<file path="src/rtl/mem_pkg.sv">
// mem_pkg: size and FSM state encodings shared by the memory access unit.
package mem_pkg;
    localparam logic [1:0] SZ_BYTE = 2'b00;
    localparam logic [1:0] SZ_HALF = 2'b01;
    localparam logic [1:0] SZ_WORD = 2'b10;
    localparam logic [0:0] ST_IDLE   = 1'b0;
    localparam logic [0:0] ST_RMW_WR = 1'b1;
endpackage

</file>
<file path="src/rtl/lane_merge.sv">
// lane_merge: little-endian lane insertion for stores and lane extraction with extension for loads.
module lane_merge
    import mem_pkg::*;
(
    input  logic [1:0]  size,
    input  logic        unsigned_ld,
    input  logic [1:0]  off,
    input  logic [31:0] word,
    input  logic [31:0] wdata,
    output logic [31:0] merged,
    output logic [31:0] ext
);
    logic [7:0]  b;
    logic [15:0] h;
    always_comb begin
        b      = word[8*off +: 8];
        h      = off[1] ? word[31:16] : word[15:0];
        merged = word;
        if (size == SZ_BYTE) merged[8*off +: 8] = wdata[7:0];
        else if (size == SZ_HALF) merged[16*off[1] +: 16] = wdata[15:0];
        ext = size == SZ_BYTE ? {{24{b[7] & ~unsigned_ld}}, b}
            : size == SZ_HALF ? {{16{h[15] & ~unsigned_ld}}, h}
            : word;
    end
endmodule

</file>
<file path="src/rtl/mem_access_unit.sv">
// mem_access_unit: CPU load/store front end; sub-word stores run as a two-cycle read-modify-write.
module mem_access_unit
    import mem_pkg::*;
#(
    parameter int ADDR_BITS = 5
) (
    input  logic        clk,
    input  logic        rst_n,
    input  logic        req_read,
    input  logic        req_write,
    input  logic [1:0]  size,
    input  logic        unsigned_ld,
    input  logic [31:0] addr,
    input  logic [31:0] wdata,
    output logic [31:0] rdata,
    output logic        stall,
    output logic        err,
    output logic        mem_read,
    output logic        mem_write,
    output logic [31:0] mem_addr,
    output logic [31:0] mem_wdata,
    input  logic [31:0] mem_rdata
);
    logic [0:0]           state_q, state_d;
    logic [31:0]          merge_q, merge_d;
    logic [ADDR_BITS-1:0] idx_q, idx_d;
    logic                 idle, rmw, legal, any_req, ld, st_word, st_sub;
    logic [31:0]          merged, ext;
    logic                 unused_addr;

    assign unused_addr = ^addr[31:ADDR_BITS+2];

    lane_merge u_lane_merge (
        .size        (size),
        .unsigned_ld (unsigned_ld),
        .off         (addr[1:0]),
        .word        (mem_rdata),
        .wdata       (wdata),
        .merged      (merged),
        .ext         (ext)
    );

    // Requests are only decoded in IDLE; during RMW_WR the CPU is holding them for us.
    always_comb begin
        idle      = rst_n && state_q == ST_IDLE;
        rmw       = rst_n && state_q == ST_RMW_WR;
        legal     = size == SZ_BYTE || (size == SZ_HALF && !addr[0]) || (size == SZ_WORD && addr[1:0] == 2'b00);
        any_req   = idle && (req_read || req_write);
        err       = any_req && (!legal || (req_read && req_write));
        ld        = any_req && !err && req_read;
        st_word   = any_req && !err && req_write && size == SZ_WORD;
        st_sub    = any_req && !err && req_write && size != SZ_WORD;
        mem_read  = ld || st_sub;
        mem_write = st_word || rmw;
        stall     = st_sub;
        mem_addr  = rmw ? 32'(idx_q) : 32'(addr[ADDR_BITS+1:2]);
        mem_wdata = rmw ? merge_q : st_word ? wdata : '0;
        rdata     = ld ? ext : '0;
        state_d   = st_sub ? ST_RMW_WR : ST_IDLE;
        merge_d   = st_sub ? merged : merge_q;
        idx_d     = st_sub ? addr[ADDR_BITS+1:2] : idx_q;
    end

    always_ff @(posedge clk) begin
        if (!rst_n) begin
            state_q <= ST_IDLE;
            merge_q <= '0;
            idx_q   <= '0;
        end else begin
            state_q <= state_d;
            merge_q <= merge_d;
            idx_q   <= idx_d;
        end
    end
endmodule
</file>
<file path="config.mk">
export PLATFORM = sky130hd
export DESIGN_NAME = mem_access_unit
export DESIGN_NICKNAME = d
export VERILOG_FILES = /design/src/rtl/mem_pkg.sv /design/src/rtl/lane_merge.sv /design/src/rtl/mem_access_unit.sv
export SDC_FILE = /design/constraint.sdc
export NUM_CORES = 1
export LEC_CHECK = 0
export CAP_MARGIN = 25
export CORE_MARGIN = 2
export CORE_UTILIZATION = 42
export CTS_CLUSTER_SIZE = 28
export DETAILED_ROUTE_END_ITERATION = 8
export GPL_TIMING_DRIVEN = 0
export PLACE_DENSITY = 0.95
export SLEW_MARGIN = 25
export SYNTH_ARGS = -nofsm -noshare
export SYNTH_HDL_FRONTEND = slang
export SYNTH_SLANG_ARGS = --single-unit
</file>
<file path="constraint.sdc">
create_clock -name clk -period 5.4 [get_ports clk]
set_clock_uncertainty 0.2 [all_clocks]
set_input_delay 1.08 -clock clk [delete_from_list [all_inputs] [get_ports clk]]
set_output_delay 1.08 -clock clk [all_outputs]
set_load 0.03 [all_outputs]
</file>
=== Yosys cells after proc, flatten, opt, wreduce, memory -nomap -nowiden ===
Cells that the tools add are included.

* Register bits: 38
* Input bits: 103
* Output and inout port bits: 100
* Word-level logic and storage cells: 52

* Add/subtract/negate cells: 2
* Eq/ne operators: 3
* Shifts and indexed selects: 5
* Mux-type cells: 12
* Bitwise logic cells: 4
* Reduce and logical (&&, ||, !) cells: 23

{| class="wikitable"
|+ Operators by type and width
! cell !! number
|-
| $mux W32 || 7
|-
| $neg A5 Y34 || 2
|-
| $bwmux W32 || 2
|-
| $shift A16 B34 Y32 const A || 1
|-
| $shift A8 B34 Y32 const A || 1
|-
| $shiftx A16 B34 Y32 || 1
|-
| $shiftx A8 B34 Y32 || 1
|-
| $shiftx A32 B6 Y8 || 1
|-
| $mux W16 || 1
|-
| $logic_and A1 B1 Y1 || 12
|-
| $logic_or A1 B1 Y1 || 6
|-
| $mux W5 || 1
|-
| $logic_not A2 Y1 || 2
|-
| $logic_not A1 Y1 || 3
|-
| $and A1 B1 Y1 || 2
|-
| $eq A2 B1 Y1 const B || 1
|-
| $eq A2 B2 Y1 const B || 1
|-
| $ne A2 B2 Y1 const B || 1
|-
| $not A1 Y1 || 2
|-
| $mux W1 || 1
|}

=== Longest topological paths before layout ===
* Depth after elaboration: 13
* Gate-level depth with buffers: 9
* Depth with buffers taken out: 6

=== Modules after synthesis ===
Synthesis repeated with hierarchy kept, for this count alone.

* Cells, all modules: 586
* Area, all modules: 4725.8 µm²

{| class="wikitable"
|+ By module, submodules not included
! module !! times used !! cells each !! area an instance (µm²) !! sequential area each (µm²)
|-
| mem_access_unit || 1 || 370 || 3004.1 || 760.7
|-
| lane_merge || 1 || 216 || 1721.7 || 0.0
|}

=== Least setup slack after synthesis ===
OpenSTA, ideal clock, no wires.

* Path type: in2out
* From: in addr[1]
* To: out rdata[15]
* Arrival: 3.223 ns
* Required time: 4.120 ns
* Setup slack: 0.897 ns
* Stages: 8
* Buffers on the path: 2
* Cells stage by stage: buf_2 > clkinv_1 > ha_1 > nand2b_4 > a2111o_1 > nand2b_1 > clkbuf_1 > a221oi_1

* Word-level cells in the longest chain between the ends: 10
* Elaborated cells on any way between the ends: 15
* Classes of those cells: shift (1); mux (4); bitwise (1); reduce/logical (9)

{| class="wikitable"
|+ RTL lines
! element !! line !! RTL
|-
| start: declaration || mem_access_unit.sv:13 || <nowiki>input logic [31:0] addr,</nowiki>
|-
| parallel branches: the longest is 9 deep, another holds $shiftx A32 B6 Y8 || -- ||
|-
| $mux W32 (*) || mem_access_unit.sv:58 || <nowiki>rdata = ld ? ext : '0;</nowiki>
|-
| end: declaration || mem_access_unit.sv:15 || <nowiki>output logic [31:0] rdata,</nowiki>
|}

Mark *: on every way between the ends.

=== Worst setup path after layout ===
* From: in addr[0]
* To: out rdata[0]

* Word-level cells in the longest chain between the ends: 11
* Elaborated cells on any way between the ends: 15
* Classes of those cells: shift (1); mux (2); reduce/logical (12)

{| class="wikitable"
|+ RTL lines
! element !! line
|-
| parallel branches: the longest is 10 deep, another holds $shiftx A32 B6 Y8 || --
|-
| $mux W32 (*) || mem_access_unit.sv:58
|}

Marked as above.

==> impl_metrics.toml <==
[routing]
routedWlPerCell_um = 19.9
vias_per_cell = 5.97
num_vias = 4414
post-route-drc-count = 0
drtIter0Drc = 349
first_pass_iters = 6
drtAntennaViolNets = 0
totalWireLength_um = 14700

[sta]
finalCritPeriodShare_pct = 98.6
finalMaxSlewViolations = 0
rsz0062_at_grt = "no"
maxSlewHeadroom_pct = 64.6
tightest_slew_ns = 0.531
holdWs_ns = 0.265
finalSetupViolations = 0
setup_tns_ns = 0
hold_viol = 0
period_minus_slack_ns = 5.33
worst_slack_ns = 0.0740
max_freq_ghz = 0.188

[worst_setup_path]
required_ns = 4.12
crit_arrival_ns = 4.05
crit_top_cell = "clkdlybuf4s50_1"
cp-end-kind = "output pin"
slowest_stage = "clkdlybuf4s50_1"
crit_family = "buffers and inverters"
startpoint = "addr[0]"
critPathMaxFanout = 10
start_kind = "primary input"
crit_chain = "clkdlybuf4s50_1 -> clkbuf_8 -> inv_1 -> ha_2 -> nand2b_4 -> a2111o_1 -> buf_6 -> a211oi_1 -> clkdlybuf4s50_1"
regToRegStartpoint = "state_q"
worst_path_largest_cell_delay_ns = 0.74
critPathBufInv = 5
crit_type = "primary input to output pin"

[yosys]
synth_edf_count = 0
synthCells = 452
avgSynthCellArea_um2 = 7.79
synthArstFlopShare_pct = 0
yosysUniqueCellTypes = 53
ys_ff_latch = 38
ys_seq_area_share_pct = 21.6
yosys_warnings = 0
yosys.area.top_type = "dfxtp_1"
synth_top_area_share_pct = 21.6
synthTopCellsByArea = "dfxtp_1, a22o_1, buf_4"
synth_area_um2 = 3520
synth_flop_cell = "dfxtp_1"

[min_path]
worstHoldStart = "merge_q[11]"
min_path_type = "flop to flop"

[placed_design]
dp_hpwl_um = 11700
dp_cells = 732
io_buffers = 149
placed_area_um2 = 5240
place.gp.congestion = 0.968
place_ws_ns = -0.162

[die]
die_x_um = 95.5
core_area_um2 = 8180
rows = 33
initial_utilization_pct = 43.1
dieHeight_um = 95.5
die-area_um2 = 9130
io_pins = 203

[pwr]
power_mw = 0.826
power_density_nw_per_um2 = 155
leakagePower_nw = 2.59
ir_drop_v = 0.000154

[final_layout]
drive_gt1_share_pct = 14.4
antenna-diode-count = 0
final_nets = 741
layoutNonFillerInstCount = 739
final_area_um2 = 5340
finish.utilization_pct = 65.3
area_growth_syn_to_layout_pct = 51.6

[clock_tree]
clockBufferDepth = 2
clock-sinks = 38
numCtsBuffers = 5
cts_max_level = 2
cts_tree = "built"
root_buffer = "clkbuf_8"
path_clk_slew_ns = 0.08
clk_latency_ns = 0.28

[global_routing]
antenna_found_initial = 0
grt.overflow.total = 0
grt_pass1_vias = 4115
grtUsageTotal_pct = 31.2
grt_start_max_net_pins = 13
grt_first_pass_wirelength_um = 21600

[status]
outcome = "complete, no violations"

[job]
drv_cap = 0
[logic make-up after synthesis]
group	after synthesis	share of synthesized area, %
adder cells (fa/ha/maj)	5	1.78
AO/OA/AOI/OAI	177	37.0
multiplexers	15	7.64
other	1	0.107
buffers and inverters	94	14.6
flip-flops	38	21.6
AND/OR/NAND/NOR	122	17.2
[synth_stat cells, drive strengths merged (3+ instances only)]
| master | n |
|---|---|
| o21ai | 26 |
| ha | 5 |
| nand2b | 7 |
| dfxtp | 38 |
| or3 | 19 |
| buf | 50 |
| a211oi | 9 |
| a31oi | 14 |
| nand2 | 37 |
| mux2 | 6 |
| a21o | 4 |
| inv | 22 |
| o211ai | 7 |
| o32ai | 6 |
| nor2 | 44 |
| a21boi | 12 |
| clkbuf | 20 |
| a21oi | 33 |
| a22o | 32 |
| a221oi | 24 |
| o22ai | 3 |
| mux4 | 8 |
[power by group]
| part | switching (mW) | leakage [nW] | total (mW) | internal (mW) |
|---|---|---|---|---|
| sequential | 0.00408 | 0.308 | 0.292 | 0.288 |
| combinational | 0.169 | 2.22 | 0.298 | 0.129 |
| clock | 0.100 | 0.0579 | 0.236 | 0.136 |
[final timing paths]
path	cells past startpoint	to	slack (ns)
hold reg to reg	2	merge_q[11]	0.26
setup / recovery	9	rdata[0]	0.07
hold / removal	2	merge_q[11]	0.26
setup reg to reg	6	merge_q[21]	3.08
[metal layers]
metal  vias to the layer above  GRT usage [%]  share of wire, %
met5                         -              0                 0
met4                         0           13.5               4.4
met3                        58           4.74               8.8
met2                       298           52.2                47
met1                      2064           39.7                40
li1                       1994              -                 -
[cell type report]
type | count | area [um^2]
Timing Repair Buffer | 149 | 1480
Multi-Input combinational cell | 346 | 2350
Clock buffer | 5 | 68.8
Fill cell | 758 | 2840
Sequential cell | 38 | 761
Inverter | 24 | 90.1
Tap cell | 105 | 131
Buffer | 69 | 420
Clock inverter | 3 | 40.0
[registers in the layout (all words and copies together) (netlist names)]
name	cells
idx_q	5
merge_q	32
state_q	1
[tightest hold or removal path: cells and delay by family (launching register included)]
| kind | cells | cell delay (ns) |
|---|---|---|
| AO/OA/AOI/OAI | 1 | 0.05 |
| flip-flops | 1 | 0.31 |
| AND/OR/NAND/NOR | 1 | 0.05 |
[cells in the final DEF, fill, tap and decap left out, types with 18 or more instances in the layout]
master           count
clkdlybuf4s50_1     96
a22o_1              32
or3_1               19
buf_4               28
conb_1              27
dfxtp_1             38
dlygate4sd2_1       39
nor2_1              44
a21oi_1             23
o21ai_0             25
a221oi_1            24
buf_2               19
nand2_1             37
clkbuf_1            18
inv_1               22
[repair_timing]
item	4_1_cts	5_1_grt
hold buffers	0	0
cloned	0	0
resized for setup	40	15
buffers inserted	0	0
setup endpoints to repair	54	17
Power figures use the tool's default switching activity.
